### src/rtl/riscv_pkg.sv
// Shared RV32I definitions for the single-cycle datapath.
package riscv_pkg;

    localparam int unsigned XLEN = 32;

    typedef enum logic [1:0] {
        IMM_I = 2'd0,
        IMM_S = 2'd1,
        IMM_B = 2'd2,
        IMM_J = 2'd3
    } imm_src_e;

endpackage

### src/rtl/imm_extend.sv
// RV32I immediate generator: combinational sign-extended immediate from
// instr[31:7] plus an enable-gated registered copy with async clear.
module imm_extend
    import riscv_pkg::*;
#(
    parameter int unsigned XLEN = riscv_pkg::XLEN
) (
    input  logic            clk,
    input  logic            rst_n,
    input  logic [24:0]     instr,
    input  logic [1:0]      immSrc,
    input  logic            en,
    output logic [XLEN-1:0] immExt,
    output logic [XLEN-1:0] immExt_q
);

    generate
        if (XLEN != 32) begin : g_xlen_check
            $error("imm_extend: only XLEN=32 is supported");
        end
    endgenerate

    // instr is bits [31:7] of the word, so word bit k lives at instr[k-7].
    logic sgn;
    assign sgn = instr[24];

    always_comb begin
        immExt = '0;
        case (imm_src_e'(immSrc))
            IMM_I:   immExt = {{20{sgn}}, instr[24:13]};
            IMM_S:   immExt = {{20{sgn}}, instr[24:18], instr[4:0]};
            IMM_B:   immExt = {{19{sgn}}, sgn, instr[0], instr[23:18], instr[4:1], 1'b0};
            IMM_J:   immExt = {{11{sgn}}, sgn, instr[12:5], instr[13], instr[23:14], 1'b0};
            default: immExt = '0;
        endcase
    end

    always_ff @(posedge clk or negedge rst_n) begin
        if (!rst_n) begin
            immExt_q <= '0;
        end else if (en) begin
            immExt_q <= immExt;
        end
    end

endmodule

### config.mk
export PLATFORM = sky130hd
export DESIGN_NAME = imm_extend
export DESIGN_NICKNAME = d
export VERILOG_FILES = /design/src/rtl/riscv_pkg.sv /design/src/rtl/imm_extend.sv
export SDC_FILE = /design/constraint.sdc
export NUM_CORES = 1
export LEC_CHECK = 0
export BUFFER_PORTS_ARGS = -buffer_cell sky130_fd_sc_hd__buf_2
export CAP_MARGIN = 30
export CORE_MARGIN = 1.5
export CORE_UTILIZATION = 42
export CTS_CLUSTER_SIZE = 30
export DETAILED_ROUTE_END_ITERATION = 8
export PLACE_DENSITY = 0.85
export SLEW_MARGIN = 40
export SYNTH_ARGS = -nofsm -noshare
export SYNTH_HDL_FRONTEND = slang
export SYNTH_SLANG_ARGS = --single-unit
### constraint.sdc
create_clock -name clk -period 1.8 [get_ports clk]
set_input_delay 0.36 -clock clk [delete_from_list [all_inputs] [get_ports clk]]
set_output_delay 0.36 -clock clk [all_outputs]
set_load 0.005 [all_outputs]
==> flow_summary.json <==
{
  "status": "complete, but fails checks",
  "violations": "negative hold slack",
  "final_area_um2": 1490,
  "grt-ovfl-total": 0,
  "relSlewSlack": 0.6903,
  "place_area_um2": 1459,
  "top_regs": "immExt_q: 21 flops",
  "setup.worst_path.class": "in -> out",
  "clk_pin_slew_worst_paths_ps": 120,
  "synthAdderAreaFrac": 0,
  "synth-seq-cells": 21,
  "drc": 0,
  "syn-cell-area_um2": 1171,
  "cp-start-kind": "input port",
  "grt_pass1_wl_um": 4146,
  "dieArea_um2": 3114,
  "rsz0062_at_grt": "no",
  "slew_viol_final": 0,
  "synth.area.top_cells": "dfrtp_1, mux2_2, buf_4",
  "io_buffers": 93,
  "setup_viol": 0,
  "fillers": 229,
  "antenna_found_initial": 0,
  "leakage_uw": 0.0008017,
  "area_growth_pct": 27.24,
  "die_height_um": 55.81,
  "p_per_area_nw_per_um2": 742.1,
  "synthSimpleGateAreaFrac": 0.006410,
  "numCtsBuffers": 3,
  "hold_path.class": "in -> async",
  "holdBufCountCts": 0,
  "drive_gt1_frac": 0.8385,
  "wl_per_cell_um": 13.04,
  "fp.coreArea_um2": 2567,
  "finalCritPeriodShare": 0.9315,
  "r2r_slack_ps": 930,
  "fin_worst_skew_ps": 0,
  "nets": 192,
  "grt_pass1_vias": 880,
  "dp.cells": 187,
  "rows": 18,
  "arrival_ps": 1320,
  "synth_top_area_share": 0.4487,
  "utilization": 0.5804,
  "synth-compound-area-share": 0.07051,
  "seq_area_frac_synth": 0.4487,
  "ant_nets": 0,
  "drt-total-wl_um": 2491,
  "holdWs_ps": -9.321,
  "vias": 907,
  "cp-end-kind": "output pin",
  "fp.dieW_um": 55.81,
  "synth_top_family_by_area": "multiplexers",
  "synth_mux_area_frac": 0.2575,
  "ios": 94,
  "clk_latency_ps": 300,
  "hold_violations": 21,
  "clkSinkCount": 21,
  "drt_first_pass_iters": 2,
  "syn_nets": 124,
  "timing.rr.end": "immExt_q[30]",
  "worst_r2r_startpoint": "immExt_q[30]",
  "cts_root_buf": "clkbuf_4",
  "synth_cell_types": 10,
  "max_freq_mhz": 596.4,
  "regArea_um2": 525.5,
  "required_ps": 1440,
  "initial_core_util": 0.4561,
  "r2r_cells": 1,
  "gp_congestion": 0.7211,
  "htree_num_levels": 1,
  "crit_path_max_fanout": 6,
  "fin_setup_tns_ps": 0,
  "tightest_slew_ps": 464.5,
  "grt_max_degree": 22,
  "cts_setup_buffers": 0,
  "synth_cells": 94,
  "peakVddDrop_uv": 564.8,
  "vias_per_cell": 4.749,
  "clockBufferDepth": 2,
  "yosys_warnings": 0,
  "top_register": "immExt_q",
  "period_needed_ps": 1677,
  "grt_usage": 0.1721,
  "multi_input_area_um2": 411.6,
  "drtIter0Drc": 9,
  "synthXorXnorAreaFrac": 0.01389,
  "largest_reg_flops": 21,
  "maxCapViolations": 0,
  "cts_tree": "yes",
  "final_cells": 191,
  "syn_avg_cell_area_um2": 12.46,
  "yosys.area.top_type": "dfrtp_1",
  "diodes": 0
}
==> per-stage QoR <==
step	power [uW]	setup slack [ps]
after floorplan	764.6	479.5
after global placement	883.6	70.03
after detailed placement	896.3	58.21
after CTS	1125	49.10
after global routing	1183	63.44
final	1106	123.3
==> report_power, final <==
| group | total (uW) | internal [uW] | switching, uW | leakage, uW |
|---|---|---|---|---|
| Combinational | 321 | 185 | 135 | 0.000536 |
| Clock | 226 | 82.7 | 143 | 0.0000177 |
| Sequential | 560 | 528 | 31.1 | 0.000248 |
| Total | 1110 | 797 | 309 | 0.000802 |
==> cells in the mapped netlist, drive strengths merged <==
| master | instances |
|---|---|
| mux2i | 2 |
| a21oi | 1 |
| nor2 | 2 |
| mux2 | 25 |
| a31o | 8 |
| buf | 33 |
| xor2 | 1 |
| a21boi | 1 |
| dfrtp | 21 |
==> how the worst max path moves through the flow <==
stage / end / startpoint / slack, ps / depth (start not counted)
finish: immExt[2] / immSrc[1] / 120 / 4
global route: immExt[3] / immSrc[0] / 60 / 4
CTS: immExt[17] / immSrc[0] / 50 / 4
detailed placement: immExt[17] / immSrc[0] / 60 / 4
global placement: immExt[19] / immSrc[0] / 70 / 4
floorplan: immExt_q[1] / immSrc[1] / 480 / 3
==> critical path, cell delays in order <==
cell	delay [ps]
buf_2	190
xor2_2	260
mux2_2	380
buf_2	130
==> placed cells by master, fill, tap and decap left out <==
cell,Yosys,final
a21oi_1,1,1
dfrtp_1,21,21
a21boi_2,0,1
a31o_2,8,8
clkinv_2,0,1
buf_2,4,93
clkbuf_4,0,3
buf_4,29,3
mux2i_1,2,2
mux2_2,25,25
nor2_1,2,2
xor2_2,1,1
==> cell type report <==
type,count,area share
sequential,21,0.3526
clock buffer,3,0.01511
clock inverter,1,0.003359
multi-input combinational,40,0.2762
tap,30,0.02519
timing repair buffer,96,0.3275
==> timing repair <==
| item | CTS | global route |
|---|---|---|
| endpoints found under the hold margin | 0 | 0 |
| endpoints found under the setup margin | 0 | 8 |
| gates resized for setup | 0 | 1 |
==> layer usage <==
layer  up-vias  track usage  routed length [um]  part of all wire
met4         0      0.06272                  15            0.0060
met1       406       0.1873                 999              0.40
met5         -            0                   0                 0
met2        65       0.3146                1184              0.48
met3         2      0.04884                 291              0.12
li1        434            -                   -                 -
==> kinds of logic after synthesis <==
| logic type | Yosys count |
|---|---|
| xor gates and xnor gates | 1 |
| buffers and inverters | 33 |
| AOI/OAI and AO/OA | 10 |
| and+or+nand+nor | 2 |
| muxes | 27 |
| DFF | 21 |
No activity file was read; power rests on OpenSTA's default activity.
